$ cat config.mk
export PLATFORM = sky130hd
export DESIGN_NAME = sccb_reg_responder
export DESIGN_NICKNAME = d
export VERILOG_FILES = /design/src/rtl/sccb_reg_responder.sv
export SDC_FILE = /design/constraint.sdc
export NUM_CORES = 1
export LEC_CHECK = 0
export ABC_CLOCK_PERIOD_IN_PS = 4400
export BUFFER_PORTS_ARGS = -buffer_cell sky130_fd_sc_hd__buf_2
export CAP_MARGIN = 20
export CORE_ASPECT_RATIO = 1.25
export CORE_MARGIN = 2
export CORE_UTILIZATION = 57
export CTS_CLUSTER_DIAMETER = 40
export DETAILED_ROUTE_END_ITERATION = 12
export PLACE_DENSITY = 0.8
export SLEW_MARGIN = 10
export SYNTH_ARGS = -nofsm -noshare
export SYNTH_HDL_FRONTEND = slang
export SYNTH_SLANG_ARGS = --single-unit
$ cat constraint.sdc
create_clock -name clk_in -period 4.4 [get_ports clk_in]
set_clock_uncertainty 0.05 [all_clocks]
set_input_delay 0.44 -clock clk_in [delete_from_list [all_inputs] [get_ports clk_in]]
set_output_delay 0.44 -clock clk_in [all_outputs]
set_load 0.01 [all_outputs]
$ cat src/rtl/sccb_reg_responder.sv
// SCCB/I2C register target: matches DEV_ADDR, takes a 16-bit register pointer
// followed by data bytes (one write strobe per byte), and serves reads from rd_data.
//
// state      | meaning
// -----------+------------------------------------------------------------
// S_IDLE     | bus idle or frame not for us; only START is honoured
// S_ADDR     | shifting in the address byte
// S_REG_HI   | shifting in the pointer high byte
// S_REG_LO   | shifting in the pointer low byte
// S_WR_DATA  | shifting in data bytes, one strobe per byte, pointer auto-increments
// S_RD_BYTE  | driving rd_data bits out, master ACK/NACK on the 9th clock
module sccb_reg_responder #(
  parameter logic [6:0] DEV_ADDR    = 7'h3C,
  parameter int         SYNC_STAGES = 2
) (
  input  logic        clk_in,
  input  logic        rst_in,
  input  logic        scl_i,
  input  logic        sda_i,
  output logic        sda_o,
  output logic        sda_t,
  output logic        reg_wr_valid,
  output logic [15:0] reg_wr_addr,
  output logic [7:0]  reg_wr_data,
  output logic [15:0] rd_addr,
  input  logic [7:0]  rd_data,
  output logic        busy
);

  typedef enum logic [2:0] {
    S_IDLE, S_ADDR, S_REG_HI, S_REG_LO, S_WR_DATA, S_RD_BYTE
  } state_t;

  logic [SYNC_STAGES-1:0] scl_sync_q, sda_sync_q;
  logic                   scl_prev_q, sda_prev_q;
  logic                   scl_s, sda_s;
  logic                   scl_rise, scl_fall, start_det, stop_det;

  state_t      state_q, state_d;
  logic [2:0]  bit_cnt_q, bit_cnt_d;
  logic [7:0]  shift_q, shift_d;
  logic        slot_q, slot_d;   // inside the 9th (ACK) bit period
  logic        open_q, open_d;   // ACK-slot negedge already seen
  logic        rnw_q, rnw_d;
  logic [15:0] ptr_q, ptr_d;
  logic [7:0]  ptr_hi_q, ptr_hi_d;
  logic [7:0]  rd_sr_q, rd_sr_d;
  logic        sda_o_q, sda_o_d, sda_t_q, sda_t_d;
  logic        wr_valid_q, wr_valid_d;
  logic [15:0] wr_addr_q, wr_addr_d;
  logic [7:0]  wr_data_q, wr_data_d;
  logic        busy_q, busy_d;
  logic [7:0]  byte_in;

  assign scl_s     = scl_sync_q[SYNC_STAGES-1];
  assign sda_s     = sda_sync_q[SYNC_STAGES-1];
  assign scl_rise  = scl_s & ~scl_prev_q;
  assign scl_fall  = ~scl_s & scl_prev_q;
  assign start_det = scl_s & scl_prev_q & sda_prev_q & ~sda_s;
  assign stop_det  = scl_s & scl_prev_q & ~sda_prev_q & sda_s;
  assign byte_in   = {shift_q[6:0], sda_s};

  // Bus synchronizers and one-cycle-delayed copies for edge/condition detection
  always_ff @(posedge clk_in) begin
    if (rst_in) begin
      scl_sync_q <= '1;
      sda_sync_q <= '1;
      scl_prev_q <= 1'b1;
      sda_prev_q <= 1'b1;
    end else begin
      scl_sync_q <= {scl_sync_q[SYNC_STAGES-2:0], scl_i};
      sda_sync_q <= {sda_sync_q[SYNC_STAGES-2:0], sda_i};
      scl_prev_q <= scl_s;
      sda_prev_q <= sda_s;
    end
  end

  // State and datapath registers
  always_ff @(posedge clk_in) begin
    if (rst_in) begin
      state_q    <= S_IDLE;
      bit_cnt_q  <= 3'd0;
      shift_q    <= 8'd0;
      slot_q     <= 1'b0;
      open_q     <= 1'b0;
      rnw_q      <= 1'b0;
      ptr_q      <= 16'd0;
      ptr_hi_q   <= 8'd0;
      rd_sr_q    <= 8'd0;
      sda_o_q    <= 1'b1;
      sda_t_q    <= 1'b1;
      wr_valid_q <= 1'b0;
      wr_addr_q  <= 16'd0;
      wr_data_q  <= 8'd0;
      busy_q     <= 1'b0;
    end else begin
      state_q    <= state_d;
      bit_cnt_q  <= bit_cnt_d;
      shift_q    <= shift_d;
      slot_q     <= slot_d;
      open_q     <= open_d;
      rnw_q      <= rnw_d;
      ptr_q      <= ptr_d;
      ptr_hi_q   <= ptr_hi_d;
      rd_sr_q    <= rd_sr_d;
      sda_o_q    <= sda_o_d;
      sda_t_q    <= sda_t_d;
      wr_valid_q <= wr_valid_d;
      wr_addr_q  <= wr_addr_d;
      wr_data_q  <= wr_data_d;
      busy_q     <= busy_d;
    end
  end

  // Next-state: bus conditions first, then per-bit work on SCL edges
  always_comb begin
    state_d    = state_q;
    bit_cnt_d  = bit_cnt_q;
    shift_d    = shift_q;
    slot_d     = slot_q;
    open_d     = open_q;
    rnw_d      = rnw_q;
    ptr_d      = ptr_q;
    ptr_hi_d   = ptr_hi_q;
    rd_sr_d    = rd_sr_q;
    sda_o_d    = sda_o_q;
    sda_t_d    = sda_t_q;
    wr_valid_d = 1'b0;
    wr_addr_d  = wr_addr_q;
    wr_data_d  = wr_data_q;
    busy_d     = busy_q;

    if (start_det) begin
      state_d   = S_ADDR;
      bit_cnt_d = 3'd0;
      slot_d    = 1'b0;
      open_d    = 1'b0;
      sda_o_d   = 1'b1;
      sda_t_d   = 1'b1;
    end else if (stop_det) begin
      state_d = S_IDLE;
      slot_d  = 1'b0;
      open_d  = 1'b0;
      busy_d  = 1'b0;
      sda_o_d = 1'b1;
      sda_t_d = 1'b1;
    end else if (state_q != S_IDLE) begin
      if (scl_rise) begin
        if (!slot_q) begin
          if (state_q != S_RD_BYTE) shift_d = byte_in;
          if (bit_cnt_q == 3'd7) begin
            bit_cnt_d = 3'd0;
            slot_d    = 1'b1;
            case (state_q)
              S_ADDR: begin
                if (byte_in[7:1] == DEV_ADDR) begin
                  busy_d = 1'b1;
                  rnw_d  = byte_in[0];
                end else begin
                  state_d = S_IDLE;
                  slot_d  = 1'b0;
                  busy_d  = 1'b0;
                end
              end
              S_REG_HI: ptr_hi_d = byte_in;
              S_REG_LO: ptr_d = {ptr_hi_q, byte_in};
              S_WR_DATA: begin
                wr_valid_d = 1'b1;
                wr_addr_d  = ptr_q;
                wr_data_d  = byte_in;
                ptr_d      = ptr_q + 16'd1;
              end
              default: ;
            endcase
          end else begin
            bit_cnt_d = bit_cnt_q + 3'd1;
          end
        end else if (state_q == S_RD_BYTE && open_q) begin
          // master's acknowledge bit for the byte we just sent
          if (sda_s) begin
            state_d = S_IDLE;
            slot_d  = 1'b0;
            open_d  = 1'b0;
            busy_d  = 1'b0;
          end else begin
            ptr_d = ptr_q + 16'd1;
          end
        end
      end else if (scl_fall) begin
        if (slot_q && !open_q) begin
          open_d = 1'b1;
          if (state_q == S_RD_BYTE) begin
            sda_o_d = 1'b1;
            sda_t_d = 1'b1;
          end else begin
            sda_o_d = 1'b0;
            sda_t_d = 1'b0;
          end
        end else if (slot_q) begin
          slot_d  = 1'b0;
          open_d  = 1'b0;
          sda_o_d = 1'b1;
          sda_t_d = 1'b1;
          case (state_q)
            S_ADDR: begin
              if (rnw_q) begin
                state_d = S_RD_BYTE;
                rd_sr_d = rd_data;
                sda_o_d = rd_data[7];
                sda_t_d = 1'b0;
              end else begin
                state_d = S_REG_HI;
              end
            end
            S_REG_HI: state_d = S_REG_LO;
            S_REG_LO: state_d = S_WR_DATA;
            S_RD_BYTE: begin
              rd_sr_d = rd_data;
              sda_o_d = rd_data[7];
              sda_t_d = 1'b0;
            end
            default: ;
          endcase
        end else if (state_q == S_RD_BYTE) begin
          sda_o_d = rd_sr_q[3'd7 - bit_cnt_q];
          sda_t_d = 1'b0;
        end
      end
    end
  end

  assign sda_o        = sda_o_q;
  assign sda_t        = sda_t_q;
  assign reg_wr_valid = wr_valid_q;
  assign reg_wr_addr  = wr_addr_q;
  assign reg_wr_data  = wr_data_q;
  assign rd_addr      = ptr_q;
  assign busy         = busy_q;

endmodule

# [After elaboration in Yosys (flattened, before gate mapping)]
# Index checks and enable logic that the tools add are counted.
[totals] reg_bits=82 inputBits=12 out_inout_bits=44 wordCells=164
[classes] add_sub_neg=3 magnitude_cmp=1 n_eq_ne=24 n_mux=59 n_bitwise=18 n_reduce_logical=39
[op_table] op="$mux 16" n=4
[op_table] op="$mux 1" n=36
[op_table] op="$mux 3" n=12
[op_table] op="$pmux 16 s2" n=1
[op_table] op="$reduce_and 7->1" n=3
[op_table] op="$reduce_and 10->1" n=2
[op_table] op="$reduce_bool 4->1" n=5
[op_table] op="$reduce_bool 3->1" n=6
[op_table] op="$add 16x1->16 const B" n=1
[op_table] op="$pmux 8 s2" n=1
[op_table] op="$reduce_and 8->1" n=2
[op_table] op="$reduce_bool 2->1" n=8
[op_table] op="$reduce_and 6->1" n=2
[op_table] op="$not 1->1" n=11
[op_table] op="$ne 2x2->1 const B" n=5
[op_table] op="$eq 3x3->1 const B" n=3
[op_table] op="$ne 3x3->1 const B" n=3
[op_table] op="$pmux 3 s3" n=1
[op_table] op="$reduce_and 9->1" n=1
[op_table] op="$mux 8" n=1
[op_table] op="$ne 4x4->1 const B" n=2
[op_table] op="$reduce_and 4->1" n=2
[op_table] op="$and 1x1->1" n=7
[op_table] op="$eq 7x6->1 const B" n=1
[op_table] op="18 further kinds" n=24

# [Depth between registers and ports, before layout]
[logic_depth] word_depth=9 mapped_depth=8 mapped_depth_nobuf=7

# [Worst setup path after synthesis]
# Ideal clock, no wire load.
[synth_timing] path_kind="reg2reg" start="register scl_prev_q" end="register ptr_q[0] (netlist: rd_addr[0])" setup_time_ps=74 arrival_ps=1909 required_ps=4276 setup_slack_ps=2367 path_stages_with_launch=8 path_buffers=0 period_less_slack_ps=2033 cell_sequence="dfxtp_1 > inv_1 > ha_1 > inv_1 > a31o_1 > or4b_1 > or3_1 > a31oi_1"
[synth_via] elab_chain_cells=5 elab_cells_between_ends=10 classes_between="bitwise: 9; reduce/logical: 1"
[synth_rtl] element="start, declared" line="35" source="logic scl_prev_q, sda_prev_q;"
[synth_rtl] element="start signal, assigned" line="73" source="scl_prev_q <= scl_s;"
[synth_rtl] element="$and 1x1->1" line="59, 60"
[synth_rtl] element="$and 1x1->1, on equally long branches (2 in series)" line="59, 60"
[synth_rtl] element="$not 1->1 (no source line)"
[synth_rtl] element="$reduce_and 8->1 (no source line) (*)"
[synth_rtl] element="end signal, assigned" line="103" source="ptr_q <= ptr_d;"
[synth_rtl] element="end, declared" line="45" source="logic [15:0] ptr_q, ptr_d;"
# Mark *: on every way between the ends. The rest lies on a longest branch, timed or not.
# A chain may end at the register's enable or synchronous reset.

# [Worst setup path after layout]
[layout_timing] start="register scl_sync_q[1]" end="register ptr_q[0] (netlist: rd_addr[0])"
[layout_via] elab_chain_cells=5 elab_cells_between_ends=9 classes_between="bitwise: 8; reduce/logical: 1"
[layout_rtl] element="start, declared" line="34" source="logic [SYNC_STAGES-1:0] scl_sync_q, sda_sync_q;"
[layout_rtl] element="start signal, assigned" line="71" source="scl_sync_q <= {scl_sync_q[SYNC_STAGES-2:0], scl_i};"
[layout_rtl] element="$and 1x1->1" line="59, 60"
[layout_rtl] element="$and 1x1->1, on equally long branches (2 in series)" line="59, 60"
[layout_rtl] element="$not 1->1 (no source line)"
[layout_rtl] element="$reduce_and 8->1 (no source line) (*)"
# Marked as above.

==> qor.yml <==
outcome:
  status: "completed"
min_path:
  holdCritPathClass: "input port to flop"
  min-delay-start: "scl_i"
route:
  first_pass_iters: 4
  routed-wl-met3_um: 477
  vias: 3326
  met1_length_um: 3672
  drc: 0
  routedWlPerCell_um: 15.66
  top_layer: "met4"
  antenna_left: 0
  finalWirelength_um: 8767
  wl_met2_um: 4455
  drtIter0Drc: 281
  via_per_inst: 5.939
place:
  portBuffers: 55
  gp_congestion: 0.9059
  place.detailed.hpwl_um: 5894
clocking:
  hold_buffers: 0
  cts_root_buf: "clkbuf_8"
  cts_tree: "built"
  insertion_delay_ps: 350
  post-cts-setup-buffers: 0
  clk_path_buf_depth: 2
  cts.clk_slew.worst_paths_ps: 90
  cts_resized: 0
  cts_buffers: 9
  cts.htree.levels: 3
  cts.sinks: 82
global_route:
  grt_util_all_layers_pct: 24.60
  grt_pass1_vias: 3029
  antenna_found_initial: 0
  overflow: 0
  grt_start_max_net_pins: 71
  grt_pass1_wl_um: 14390
cells_and_area:
  fin_nets: 486
  n_antenna_cell: 0
  area_delta_synth_final_pct: 13.26
  layout-drive-gt1-share_pct: 18.82
  finish.utilization_pct: 65.76
power_and_ir_drop:
  switching_power_uw: 307.8
  power_density_nw_per_um2: 297.6
  pwr-share-clk_pct: 38.7
  combPwrFrac_pct: 2.5
  power_mw: 1.269
  internal_power_uw: 961.0
  swShare_pct: 24.26
  seq_power_share_pct: 58.8
  power_leakage_nw: 1.928
  ir_drop_mv: 0.2023
setup_path:
  path_buf_inv: 1
  slowest_stage: "or4b_1"
  slowest_delay_ps: 760
  startpoint_type: "flop"
  rr_startpoint: "scl_sync_q[1]"
  crit_family: "simple AND/OR/NAND/NOR gates"
  critPathCaptureType: "flop"
  critical_path.cell_chain: "ha_1, inv_1, a31o_1, or4b_1, or3_1, a31oi_1"
  worstPathRequired_ps: 4630
  worstSetupPathType: "flop to flop"
  arrival_ps: 2860
  cp-startpoint: "scl_sync_q[1]"
  critPathMaxFanout: 12
logic_synthesis:
  synth_top_family_by_area: "simple AND/OR/NAND/NOR gates"
  synthDominantCellAreaShare_pct: 43.62
  synth_area_leaders: "dfxtp_1, mux2i_1, nor2_1, a21oi_1, nand2_1"
  synthFlopType: "dfxtp_1"
  synthMuxAreaShare_pct: 15.29
  syn_nets: 440
  syn-cell-area_um2: 3764
  avgSynthCellArea_um2: 8.919
  synth_cell_types: 52
  synth-seq-area-share_pct: 43.62
  async_reset_ff_share_pct: 0
  synth_xor_area_share_pct: 0.4654
  synth-edff-count: 0
  ys_warn_count: 0
  synth-seq-cells: 82
  synth_simple_gate_area_share_pct: 21.58
  synthAdderAreaFrac_pct: 1.995
  syn_inst: 422
  ys_top_cells_by_count: "dfxtp_1, nor2_1, mux2i_1"
  yosysMostFrequentCell: "dfxtp_1"
  yosys.area.top_type: "dfxtp_1"
  synth_compound_area_share_pct: 13.80
sta:
  fin_crit_sh_pct: 59.62
  setup_viol: 0
  timing.hold.ws_ps: 212.7
  finalSetupTns_ps: 0
  slew_viol_final: 0
  post-route-min-period_ps: 2623
  worst_slew_pin_slew_ps: 952.1
  max-slew-margin-rel_pct: 36.25
  hold_viol: 0
  max_freq_ghz: 0.3812
  rsz0062_at_grt: "no"
floorplan:
  dieArea_um2: 7273
  die-width_um: 76.68
  core_um2: 6482
  ios: 56
  die_y_um: 94.85
  start_util_pct: 58.06
  num_rows: 33
flow_run:
  max_cap_viol_count: 0
==> area by class of cell <==
cell class / instances / area, um2
clock inverters: 7 / 51.30
well taps: 87 / 108.9
fillers: 528 / 2220
repair buffers: 60 / 310.3
clock buffers: 9 / 123.9
flip-flops and latches: 82 / 1642
multi-input cells: 311 / 2012
inverters: 4 / 15.01
==> power by group through the flow <==
stage | Sequential (mW) | Clock [mW] | Combinational, mW
2_1_floorplan | 0.762 | 0 | 0.0215
3_3_place_gp | 0.764 | 0 | 0.0311
3_5_place_dp | 0.764 | 0 | 0.0311
4_1_cts | 0.746 | 0.498 | 0.0313
5_1_grt | 0.747 | 0.530 | 0.0348
6_report | 0.747 | 0.491 | 0.0317
==> state kept, by name, indices dropped and copies added, names as in the netlist <==
register,flops
bit_cnt_q,3
busy,1
open_q,1
ptr_hi_q,8
rd_addr,16
rd_sr_q,8
reg_wr_addr,16
reg_wr_data,8
reg_wr_valid,1
rnw_q,1
scl_prev_q,1
scl_sync_q,2
sda_o,1
sda_prev_q,1
sda_sync_q,2
sda_t,1
shift_q,7
slot_q,1
state_q,3
==> stage by stage <==
step | cell area, um2 | instances | worst slack [ps]
2_1_floorplan | 3764 | 422 | 2367
3_3_place_gp | 4083 | 543 | 1812
3_5_place_dp | 4083 | 543 | 1812
4_1_cts | 4258 | 559 | 1797
5_1_grt | 4263 | 560 | 1660
6_report | 4263 | 560 | 1777
==> cell usage in the layout, fill, tap and decap left out, drive strengths merged, types with 4 or more instances in the layout <==
cell / count
a21oi: 28
ha: 6
or2: 7
nor3: 6
nor2: 65
dfxtp: 82
nand3: 8
o22ai: 5
mux2i: 53
a211oi: 8
nand4: 4
a31oi: 6
a21o: 4
o21ai: 19
buf: 59
clkbuf: 10
nor2b: 4
inv: 6
nor4b: 4
and2: 7
nand2: 32
==> logic make-up (layout without fill, tap and decap cells) <==
family,Yosys count,after routing
compound gates,85,85
xor+xnor,2,2
fa+ha+maj,6,6
buf+inv,29,80
flops,82,82
mux,55,55
simple gates,163,163
==> metal layers <==
layer | GRT usage [%] | up-vias
li1 | - | 1602
met1 | 30.15 | 1589
met2 | 42.54 | 119
met3 | 4.493 | 16
met4 | 10.45 | 0
met5 | 0 | -
==> worst paths after layout <==
check	end	slack, ps	cells after the start
min	scl_sync_q[0]	210	2
max reg2reg	rd_addr[0]	1780	6
max	rd_addr[0]	1780	6
min reg2reg	scl_sync_q[1]	370	1
No activity file was read; power rests on OpenSTA's default activity.
